### src/rtl/fp_acc_seq.sv
// fp_acc_seq: sequential FP32 accumulation controller around a combinational adder.
// It sums `len` streamed single-precision samples into a running-sum register.
// The external combinational adder does not handle zero operands, exact
// cancellation or Inf/NaN, so this block covers those cases itself.
//
// Ports:
//   clk, rst_n   - rising-edge clock, asynchronous active-low reset
//   start, len   - begin a run of `len` samples (sampled only while idle)
//   in_valid     - input sample handshake: valid from the source
//   in_ready     - input sample handshake: ready from this block
//   in_data      - FP32 sample
//   add_a, add_b - adder operands (running sum, captured sample), both registered
//   add_result   - combinational adder result
//   busy         - a run is collecting or adding samples
//   done         - one-cycle pulse; `sum` holds the final result
//   sum          - final sum, updated only when a run completes
//   exc          - sticky flag: an Inf/NaN sample was discarded in this run
module fp_acc_seq #(
  parameter int unsigned CNT_W = 8
) (
  input  logic             clk,
  input  logic             rst_n,
  input  logic             start,
  input  logic [CNT_W-1:0] len,
  input  logic             in_valid,
  output logic             in_ready,
  input  logic [31:0]      in_data,
  output logic [31:0]      add_a,
  output logic [31:0]      add_b,
  input  logic [31:0]      add_result,
  output logic             busy,
  output logic             done,
  output logic [31:0]      sum,
  output logic             exc
);

  localparam int unsigned DATA_W = 32;
  localparam int unsigned EXP_W  = 8;

  typedef enum logic [1:0] {
    ST_IDLE   = 2'd0,
    ST_ACCEPT = 2'd1,
    ST_ADD    = 2'd2,
    ST_DONE   = 2'd3
  } state_t;

  state_t state_q, state_d;

  logic [DATA_W-1:0] acc_q, acc_d;
  logic [DATA_W-1:0] opnd_q, opnd_d;
  logic [DATA_W-1:0] sum_q, sum_d;
  logic [CNT_W-1:0]  rem_q, rem_d;
  logic              exc_q, exc_d;
  logic              in_ready_q, in_ready_d;
  logic              busy_q, busy_d;
  logic              done_q, done_d;

  // Operand classification for the ADD step
  logic [EXP_W-1:0] opnd_exp;
  logic [EXP_W-1:0] acc_exp;
  logic             opnd_special;
  logic             opnd_zero;
  logic             acc_zero;
  logic             cancel;

  assign opnd_exp     = opnd_q[30:23];
  assign acc_exp      = acc_q[30:23];
  assign opnd_special = (opnd_exp == {EXP_W{1'b1}});
  assign opnd_zero    = (opnd_exp == '0);
  assign acc_zero     = (acc_exp == '0);
  assign cancel       = (acc_q[30:0] == opnd_q[30:0]) && (acc_q[31] != opnd_q[31]);

  // Next-state, datapath and registered-output decode
  always_comb begin
    state_d = state_q;
    acc_d   = acc_q;
    opnd_d  = opnd_q;
    sum_d   = sum_q;
    rem_d   = rem_q;
    exc_d   = exc_q;

    unique case (state_q)
      ST_IDLE: begin
        if (start) begin
          rem_d   = len;
          acc_d   = '0;
          opnd_d  = '0;
          exc_d   = 1'b0;
          state_d = (len == '0) ? ST_DONE : ST_ACCEPT;
        end
      end

      ST_ACCEPT: begin
        if (in_valid) begin
          opnd_d  = in_data;
          state_d = ST_ADD;
        end
      end

      ST_ADD: begin
        // Special cases first; the adder only sees two normal, non-cancelling operands
        if (opnd_special) begin
          exc_d = 1'b1;
        end else if (opnd_zero) begin
          acc_d = acc_q;
        end else if (acc_zero) begin
          acc_d = opnd_q;
        end else if (cancel) begin
          acc_d = '0;
        end else begin
          acc_d = add_result;
        end

        // Saturating decrement: a zero count here can only follow a corrupted run
        if (rem_q <= CNT_W'(1)) begin
          rem_d   = '0;
          state_d = ST_DONE;
        end else begin
          rem_d   = rem_q - CNT_W'(1);
          state_d = ST_ACCEPT;
        end
      end

      ST_DONE: begin
        state_d = ST_IDLE;
      end

      default: begin
        state_d = ST_IDLE;
      end
    endcase

    // Result is captured on the edge that enters DONE
    if ((state_d == ST_DONE) && (state_q != ST_DONE)) begin
      sum_d = acc_d;
    end

    in_ready_d = (state_d == ST_ACCEPT);
    busy_d     = (state_d == ST_ACCEPT) || (state_d == ST_ADD);
    done_d     = (state_d == ST_DONE);
  end

  // State and datapath registers
  always_ff @(posedge clk or negedge rst_n) begin
    if (!rst_n) begin
      state_q    <= ST_IDLE;
      acc_q      <= '0;
      opnd_q     <= '0;
      sum_q      <= '0;
      rem_q      <= '0;
      exc_q      <= 1'b0;
      in_ready_q <= 1'b0;
      busy_q     <= 1'b0;
      done_q     <= 1'b0;
    end else begin
      state_q    <= state_d;
      acc_q      <= acc_d;
      opnd_q     <= opnd_d;
      sum_q      <= sum_d;
      rem_q      <= rem_d;
      exc_q      <= exc_d;
      in_ready_q <= in_ready_d;
      busy_q     <= busy_d;
      done_q     <= done_d;
    end
  end

  assign add_a    = acc_q;
  assign add_b    = opnd_q;
  assign in_ready = in_ready_q;
  assign busy     = busy_q;
  assign done     = done_q;
  assign sum      = sum_q;
  assign exc      = exc_q;

endmodule

### config.mk
export PLATFORM = sky130hd
export DESIGN_NAME = fp_acc_seq
export DESIGN_NICKNAME = d
export VERILOG_FILES = /design/src/rtl/fp_acc_seq.sv
export SDC_FILE = /design/constraint.sdc
export NUM_CORES = 1
export LEC_CHECK = 0
export BUFFER_PORTS_ARGS = -buffer_cell sky130_fd_sc_hd__buf_2
export CORE_MARGIN = 2
export CORE_UTILIZATION = 50
export CTS_CLUSTER_DIAMETER = 40
export DETAILED_ROUTE_END_ITERATION = 12
export PLACE_DENSITY = 0.8
export SETUP_SLACK_MARGIN = 0.4
export SLEW_MARGIN = 15
export SYNTH_ARGS = -nofsm -noshare
export SYNTH_HDL_FRONTEND = slang
export SYNTH_SLANG_ARGS = --single-unit
### constraint.sdc
create_clock -name clk -period 3.5 [get_ports clk]
set_clock_uncertainty 0.1 [all_clocks]
set_input_delay 0.525 -clock clk [delete_from_list [all_inputs] [get_ports clk]]
set_output_delay 0.525 -clock clk [all_outputs]
set_load 0.05 [all_outputs]
==> qor.csv, run 1 <==
stage;metric;value;unit
finish;fillers;816;
clocking;cts_resized;0;
floorplan;core_region_area;0.00986;mm²
critical_path;cpPeakStageDelay;0.57;ns
route;ant_nets;0;
route;firstDrtPassIters;5;
power_and_ir_drop;power;6.90;mW
finish;antenna_cells;0;
clocking;cts_tree;built;
critical_path;cp_slowest_cell;or4_1;
sta;max_slew_margin;20.8;%
finish;final_cell_mix;buf_2, dfrtp_1, nand2_1;
power_and_ir_drop;vdd_ir_drop_max;497;µV
floorplan;boundaryPins;176;
route;vias;4527;
critical_path;crit_fanout;26;
floorplan;die_x;105;µm
finish;syn_to_final_growth;23.9;%
grt;grtUsageTotal;27.6;%
power_and_ir_drop;p_clk_share;10.7;%
clocking;cts-root-buf;clkbuf_8;
grt;antenna_found_initial;0;
logic_synthesis;synthArstFlopShare;100;%
critical_path;critical_path_buf_inv_count;1;
route;drt-vias-per-instance;5.80;
placed_design;gp_congestion;0.878;
finish;final_core_util;64.4;%
sta;final-max-slew-violation-count;0;
sta;setup_violations;0;
critical_path;cp_cell_sequence;or3_1 > or4_1 > o21ai_1 > ha_1 > a21boi_4 > buf_6 > mux2_2;
power_and_ir_drop;seq_power_share;32.7;%
clocking;cts_buffers;9;
sta;min_period_over_period;82.8;%
clocking;clock_path_buffers;2;
logic_synthesis;synth_top_family_by_area;simple AND/OR/NAND/NOR gates;
logic_synthesis;synth-adder-area-share;0.975;%
grt;overflow;0;
clocking;cts_sinks;110;
logic_synthesis;ys_ff_latch;110;
sta;hold_viol;0;
sta;layout_min_cycle_time;2.90;ns
clocking;clk_pin_slew;0.10;ns
floorplan;die_h;105;µm
grt;grt_pass1_wl;23700;µm
route;dr.first_iter.drc_count;296;
clocking;postCtsSetupBuffers;0;
critical_path;crit_type;flop to flop;
logic_synthesis;synthXorXnorAreaFrac;5.46;%
critical_path;cp.required;3.66;ns
route;drcViolationCount;0;
job;cap_violations;0;
logic_synthesis;synth-simple-area-share;18.2;%
logic_synthesis;syn-instance-count;476;
critical_path;startpoint_type;flop;
finish;fin_nets;723;
power_and_ir_drop;power_leakage;3.42;nW
logic_synthesis;yosysSeqAreaShare;53.6;%
grt;grt_pass1_vias;4448;
logic_synthesis;avgSynthCellArea;10.8;µm²
sta;fmax;345;MHz
power_and_ir_drop;pwr-share-comb;56.6;%
grt;grt_max_degree;67;
placed_design;port_buffers;175;
outcome;status;finished, final reports clean;
sta;finalSetupTns;0;ns
critical_path;endpoint_kind;flop;
power_and_ir_drop;p_per_area;1090;mW/mm²
power_and_ir_drop;p_switching;3.74;mW
logic_synthesis;synth_compound_area_share;12.0;%
route;routedWlPerCell;19.5;µm
logic_synthesis;ys_warn_count;0;
clocking;cts_max_level;3;
sta;worst_slew_pin_slew;1.18;ns
finish;drive_gt1_share;36.9;%
critical_path;cpLargestDelayFamily;simple AND/OR/NAND/NOR gates;
critical_path;cp.arrival;3.06;ns
power_and_ir_drop;power.internal;3.16;mW
logic_synthesis;yosysUniqueCellTypes;45;
logic_synthesis;synthMuxAreaShare;6.87;%
logic_synthesis;ys.flop_type;dfrtp_1;
floorplan;die_area;0.0111;mm²
clocking;clk_latency;0.37;ns
finish;layout_commonest_cell;buf_2;
sta;rsz0062_at_grt;false;
logic_synthesis;synth_nets;556;
logic_synthesis;post_synth_instance_area;0.00513;mm²
floorplan;placementRows;36;
placed_design;hpwl;11000;µm
logic_synthesis;synth_edf_count;0;
route;wl;15200;µm
power_and_ir_drop;swShare;54.2;%
sta;hold_slack;0.0487;ns
min_path;min_path_type;primary input to asynchronous set/reset pin;
clocking;hold_buffers;0;
floorplan;initial_core_util;52.0;%
## sequential cells by signal, summed over array words and instances, names as in the netlist
| register | cells |
|---|---|
| add_a | 32 |
| add_b | 32 |
| busy | 1 |
| done | 1 |
| exc | 1 |
| in_ready | 1 |
| rem_q | 8 |
| state_q | 2 |
| sum | 32 |
## path summary, 6_finish.rpt
kind	start	endpoint	slack (ns)	depth (start not counted)
min reg2reg	rem_q[4]	rem_q[4]	0.40	2
max	rem_q[5]	sum[11]	0.60	7
max in group asynchronous	rst_n	rem_q[0]	2.48	2
max reg2reg	rem_q[5]	sum[11]	0.60	7
min in group clk	in_data[18]	add_b[18]	0.26	3
min	rst_n	in_ready	0.05	1
## power by group through the flow
stage | clock network [mW] | logic (mW) | registers [mW]
after CTS | 0.739 | 3.91 | 2.25
after detailed placement | 0 | 3.90 | 2.27
final | 0.737 | 3.91 | 2.26
after global placement | 0 | 3.82 | 2.25
after floorplan | 0 | 1.45 | 3.61
after global routing | 0.785 | 4.13 | 2.33
## metrics by stage
step / setup slack, ns / area, µm² / std cells
CTS: 0.420 / 6350 / 781
global placement: 0.530 / 6170 / 765
detailed placement: 0.433 / 6170 / 765
floorplan: 0.491 / 5130 / 476
finish: 0.601 / 6360 / 781
global route: 0.483 / 6360 / 781
## worst register-to-register path, delay by kind of cell (launching register included)
| family | cells | cell delay [ns] |
|---|---|---|
| flops | 1 | 0.43 |
| buf+inv | 1 | 0.28 |
| mux | 1 | 0.37 |
| compound gates | 2 | 0.43 |
| fa+ha+maj | 1 | 0.22 |
| simple gates | 2 | 0.98 |
## final cells by class
| type | instances | area, µm² | share of cell area [%] |
|---|---|---|---|
| Inverter | 5 | 18.8 | 0.295 |
| Tap cell | 133 | 166 | 2.62 |
| Sequential cell | 110 | 2750 | 43.3 |
| Multi-Input combinational cell | 333 | 2270 | 35.8 |
| Clock buffer | 11 | 151 | 2.38 |
| Timing Repair Buffer | 184 | 962 | 15.1 |
| Clock inverter | 5 | 32.5 | 0.512 |
## cells by family (layout without fill, tap and decap cells)
group,count (synthesis),in the layout
AND/OR/NAND/NOR,193,193
flip-flops,110,110
AO/OA/AOI/OAI,79,79
buffers and inverters,33,205
XOR/XNOR,32,32
multiplexers,25,25
adder cells (fa/ha/maj),4,4
## cell usage after synthesis, types with 2 or more instances
| cell | instances | area, µm² |
|---|---|---|
| buf_6 | 2 | 22.5 |
| o21ai_0 | 15 | 75.1 |
| and2_1 | 2 | 12.5 |
| a221o_1 | 19 | 190 |
| buf_1 | 4 | 15.0 |
| mux2_4 | 19 | 285 |
| a221o_2 | 5 | 56.3 |
| or3_1 | 2 | 12.5 |
| a21oi_1 | 7 | 35.0 |
| a22o_1 | 2 | 17.5 |
| a22oi_1 | 8 | 60.1 |
| nand3_1 | 34 | 170 |
| a31oi_1 | 7 | 43.8 |
| nor4_1 | 3 | 18.8 |
| nand2_1 | 84 | 315 |
| nand2b_1 | 2 | 12.5 |
| and3_1 | 24 | 150 |
| buf_2 | 4 | 20.0 |
| ha_1 | 4 | 50.1 |
| clkbuf_1 | 18 | 67.6 |
| or4_1 | 3 | 22.5 |
| or2_2 | 2 | 12.5 |
| dfrtp_1 | 110 | 2750 |
| xnor2_1 | 31 | 272 |
| nor3_1 | 3 | 15.0 |
| a211oi_1 | 2 | 15.0 |
| inv_1 | 5 | 18.8 |
| nand4_1 | 10 | 62.6 |
| mux2_2 | 6 | 67.6 |
| nor2_1 | 18 | 67.6 |
| o2111ai_1 | 7 | 61.3 |
## metal layers
layer	vias to the layer above	routed length, µm	GRT usage, %
li1	2048	-	-
met1	2217	6400	37.1
met2	230	7330	44.8
met3	32	1070	4.14
met4	0	413	12.0
met5	-	0	0
No activity file was read; power rests on OpenSTA's default activity.
==> inputs of run 2 (changes only) <==
--- a/config.mk
+++ b/config.mk
@@ -5,12 +5,13 @@
 export SDC_FILE = /design/constraint.sdc
 export NUM_CORES = 1
 export LEC_CHECK = 0
+export ABC_AREA = 1
 export BUFFER_PORTS_ARGS = -buffer_cell sky130_fd_sc_hd__buf_2
 export CORE_MARGIN = 2
-export CORE_UTILIZATION = 50
+export CORE_UTILIZATION = 52
 export CTS_CLUSTER_DIAMETER = 40
 export DETAILED_ROUTE_END_ITERATION = 12
-export PLACE_DENSITY = 0.8
+export PLACE_DENSITY = 0.81
 export SETUP_SLACK_MARGIN = 0.4
 export SLEW_MARGIN = 15
 export SYNTH_ARGS = -nofsm -noshare
==> constraint.sdc (replaced) <==
create_clock -name clk -period 3.01 [get_ports clk]
set_clock_uncertainty 0.1 [all_clocks]
set_input_delay 0.4515 -clock clk [delete_from_list [all_inputs] [get_ports clk]]
set_output_delay 0.4515 -clock clk [all_outputs]
set_load 0.05 [all_outputs]
==> run 2 against run 1 <==
Sequential share of layout area decreased by 3.7 points. Synthesized area is 13% higher. Flip-flop and latch count unchanged. Final cell count is 35% higher. Synthesized cell count is 56% higher. Sequential power is 11% higher. Largest cell class unchanged.
==> qor.csv, run 2 <==
stage;metric;value;unit;change
outcome;status;finished, final reports clean;;unchanged
clocking;cts_tree;built;;unchanged
route;wl;16600;µm;was 15200 µm
grt;grt_pass1_wl;25200;µm;was 23700 µm
critical_path;cp_cell_sequence;inv_1 > nor2_4 > inv_1 > o211ai_1 > ha_2 > o21ai_4 > inv_1 > buf_4 > nand2_1 > nand2_1;;was or3_1 > or4_1 > o21ai_1 > ha_1 > a21boi_4 > buf_6 > mux2_2
logic_synthesis;yosysSeqAreaShare;47.5;%;was 53.6%
route;firstDrtPassIters;5;;unchanged
grt;use_met1;38.5;%;was 37.1%
logic_synthesis;ys_warn_count;0;;unchanged
finish;fin_nets;989;;was 723
grt;grt_max_degree;81;;was 67
grt;grtUsageTotal;27.7;%;was 27.6%
grt;grt_pass1_vias;4889;;was 4448
sta;max_slew_margin;40.8;%;was 20.8%
logic_synthesis;synth_top_area_share;47.5;%;was 53.6%
logic_synthesis;synth.most_common_cell;nand2_1;;was dfrtp_1
clocking;clk_pin_slew;0.12;ns;was 0.10 ns
grt;use_met2;45.9;%;was 44.8%
grt;overflow;0;;unchanged
floorplan;placementRows;38;;was 36
critical_path;endpoint_kind;flop;;unchanged
grt;antenna_found_initial;1;;was 0
logic_synthesis;post_synth_instance_area;0.00579;mm²;was 0.00513 mm²
finish;fin_area;0.00696;mm²;was 0.00636 mm²
logic_synthesis;synth_edf_count;0;;unchanged
route;routedWlPerCell;15.7;µm;was 19.5 µm
grt;grt.busiest_layer;met2;;unchanged
critical_path;cp.required;3.21;ns;was 3.66 ns
logic_synthesis;synthTopCellsByArea;dfrtp_1, nand2_1, nand3_1;;was dfrtp_1, nand2_1, mux2_4
route;drcViolationCount;0;;unchanged
job;cap_violations;0;;unchanged
logic_synthesis;syn-instance-count;744;;was 476
clocking;cts-root-buf;clkbuf_8;;unchanged
placed_design;gp_congestion;0.896;;was 0.878
logic_synthesis;avgSynthCellArea;7.79;µm²;was 10.8 µm²
sta;worst_slew_pin_slew;0.888;ns;was 1.18 ns
power_and_ir_drop;power_leakage;3.94;nW;was 3.42 nW
logic_synthesis;synth_nets;824;;was 556
power_and_ir_drop;power;8.29;mW;was 6.90 mW
clocking;cts_buffers;9;;unchanged
finish;final_cell_mix;nand2_1, buf_2, dfrtp_1;;was buf_2, dfrtp_1, nand2_1
placed_design;port_buffers;175;;unchanged
power_and_ir_drop;p_per_area;1190;mW/mm²;was 1090 mW/mm²
critical_path;cpPeakStageDelay;0.43;ns;was 0.57 ns
floorplan;boundaryPins;176;;unchanged
clocking;cts_max_level;3;;unchanged
finish;layout_commonest_cell;nand2_1;;was buf_2
route;drt-vias-per-instance;5.21;;was 5.80
sta;hold_slack;0.201;ns;was 0.0487 ns
route;dr.first_iter.drc_count;323;;was 296
finish;fillers;970;;was 816
critical_path;crit_fanout;17;;was 26
floorplan;die_x;110;µm;was 105 µm
sta;layout_min_cycle_time;2.44;ns;was 2.90 ns
floorplan;initial_core_util;53.4;%;was 52.0%
placed_design;dpl_cell_area;0.00674;mm²;was 0.00617 mm²
critical_path;cpLargestDelayFamily;buffers and inverters;;was simple AND/OR/NAND/NOR gates
sta;fmax;410;MHz;was 345 MHz
floorplan;core_region_area;0.0108;mm²;was 0.00986 mm²
finish;final_core_util;64.2;%;was 64.4%
sta;min_period_over_period;80.9;%;was 82.8%
logic_synthesis;synthArstFlopShare;100;%;unchanged
logic_synthesis;yosys-top-cells-count;nand2_1, dfrtp_1, nand3_1;;was dfrtp_1, nand2_1, nand3_1
sta;setup_violations;0;;unchanged
critical_path;critical_path_buf_inv_count;4;;was 1
clocking;clock_path_buffers;2;;unchanged
logic_synthesis;yosysTopAreaCell;dfrtp_1;;unchanged
placed_design;hpwl;11700;µm;was 11000 µm
route;vias;5492;;was 4527
logic_synthesis;ys_ff_latch;110;;unchanged
critical_path;cp.arrival;2.64;ns;was 3.06 ns
min_path;min_path_type;primary input to flop;;was primary input to asynchronous set/reset pin
critical_path;crit_type;flop to flop;;unchanged
grt;use_met3;4.74;%;was 4.14%
finish;syn_to_final_growth;20.1;%;was 23.9%
sta;final-max-slew-violation-count;0;;unchanged
critical_path;cp_slowest_cell;dfrtp_1;;was or4_1
sta;hold_viol;0;;unchanged
critical_path;worst_path_most_repeated_cell;inv_1;;
floorplan;die_area;0.0120;mm²;was 0.0111 mm²
logic_synthesis;yosysUniqueCellTypes;31;;was 45
logic_synthesis;ys.flop_type;dfrtp_1;;unchanged
route;ant_nets;0;;unchanged
finish;drive_gt1_share;28.4;%;was 36.9%
finish;antenna_cells;0;;unchanged
clocking;clk_latency;0.37;ns;about the same
floorplan;die_h;110;µm;was 105 µm
critical_path;startpoint_type;flop;;unchanged
power_and_ir_drop;vdd_ir_drop_max;794;µV;was 497 µV
sta;rsz0062_at_grt;false;;unchanged
sta;finalSetupTns;0;ns;unchanged
clocking;cts_sinks;110;;unchanged
run 2: changes by cell type after synthesis, sizes merged, moves of 7 or more:
cell / delta
buf: +12
mux2: -25
inv: +59
o21ai: +21
a221o: -24
nand4: -8
nor2: +13
o2111ai: -7
nand2: +223
a21oi: +35
a31oi: -7
and3: -24
nand3: +34
run 2: final timing paths:
path                             start  cells past startpoint  slack, ns         to
hold / removal             in_data[12]                      3       0.20  add_b[12]
min in group asynchronous        rst_n                      2       0.45    sum[25]
max in group asynchronous        rst_n                      3       1.59  add_b[10]
hold reg to reg                sum[27]                      2       0.39    sum[27]
setup / recovery            state_q[1]                     10       0.57    sum[24]
setup reg to reg            state_q[1]                     10       0.57    sum[24]
run 2: report_power, final:
| part | internal [mW] | switching [mW] | total (mW) |
|---|---|---|---|
| combinational | 1.26 | 3.67 | 4.93 |
| sequential | 1.99 | 0.512 | 2.51 |
| clock | 0.331 | 0.526 | 0.857 |
| total | 3.58 | 4.71 | 8.29 |
run 2: cells by family (layout without fill, tap and decap cells):
group	count (synthesis)	in the layout	synth area share (%)
adders and majority gates	4	4	0.864
buffers and inverters	99	268	8.01
AOI/OAI and AO/OA	85	86	7.62
xor gates and xnor gates	30	30	4.54
DFF	110	110	47.5
and+or+nand+nor	416	416	31.4
run 2: repair_timing:
item	in CTS	in global routing
gates resized for setup	0	3
buffers inserted	0	1
setup endpoints to repair	0	32
hold buffers	1	0
hold endpoints to repair	30	0
run 2: worst register-to-register path, delay by kind of cell (launching register included):
family	cells	cell delay, ns
AND/OR/NAND/NOR	3	0.35
flip-flops	1	0.43
AO/OA/AOI/OAI	2	0.49
adder cells (fa/ha/maj)	1	0.27
buffers and inverters	4	0.73
run 2: area by class of cell:
cell class,count,area (µm²),area share [%]
Sequential cell,110,2750,39.6
Multi-Input combinational cell,536,2610,37.5
Timing Repair Buffer,188,995,14.3
Inverter,64,240,3.45
Tap cell,140,175,2.52
Clock buffer,10,138,1.98
Clock inverter,6,43.8,0.630
run 2: through the flow:
step	worst slack, ns	cells
after floorplan	0.860	744
after global placement	0.547	1035
after detailed placement	0.460	1035
after CTS	0.446	1052
after global routing	0.408	1054
final	0.574	1054
run 2: layer usage:
layer	vias to the layer above	share of wire (%)
met5	-	0.060
met4	2	1.5
met3	21	7.6
met2	245	48
met1	2554	42
li1	2670	-
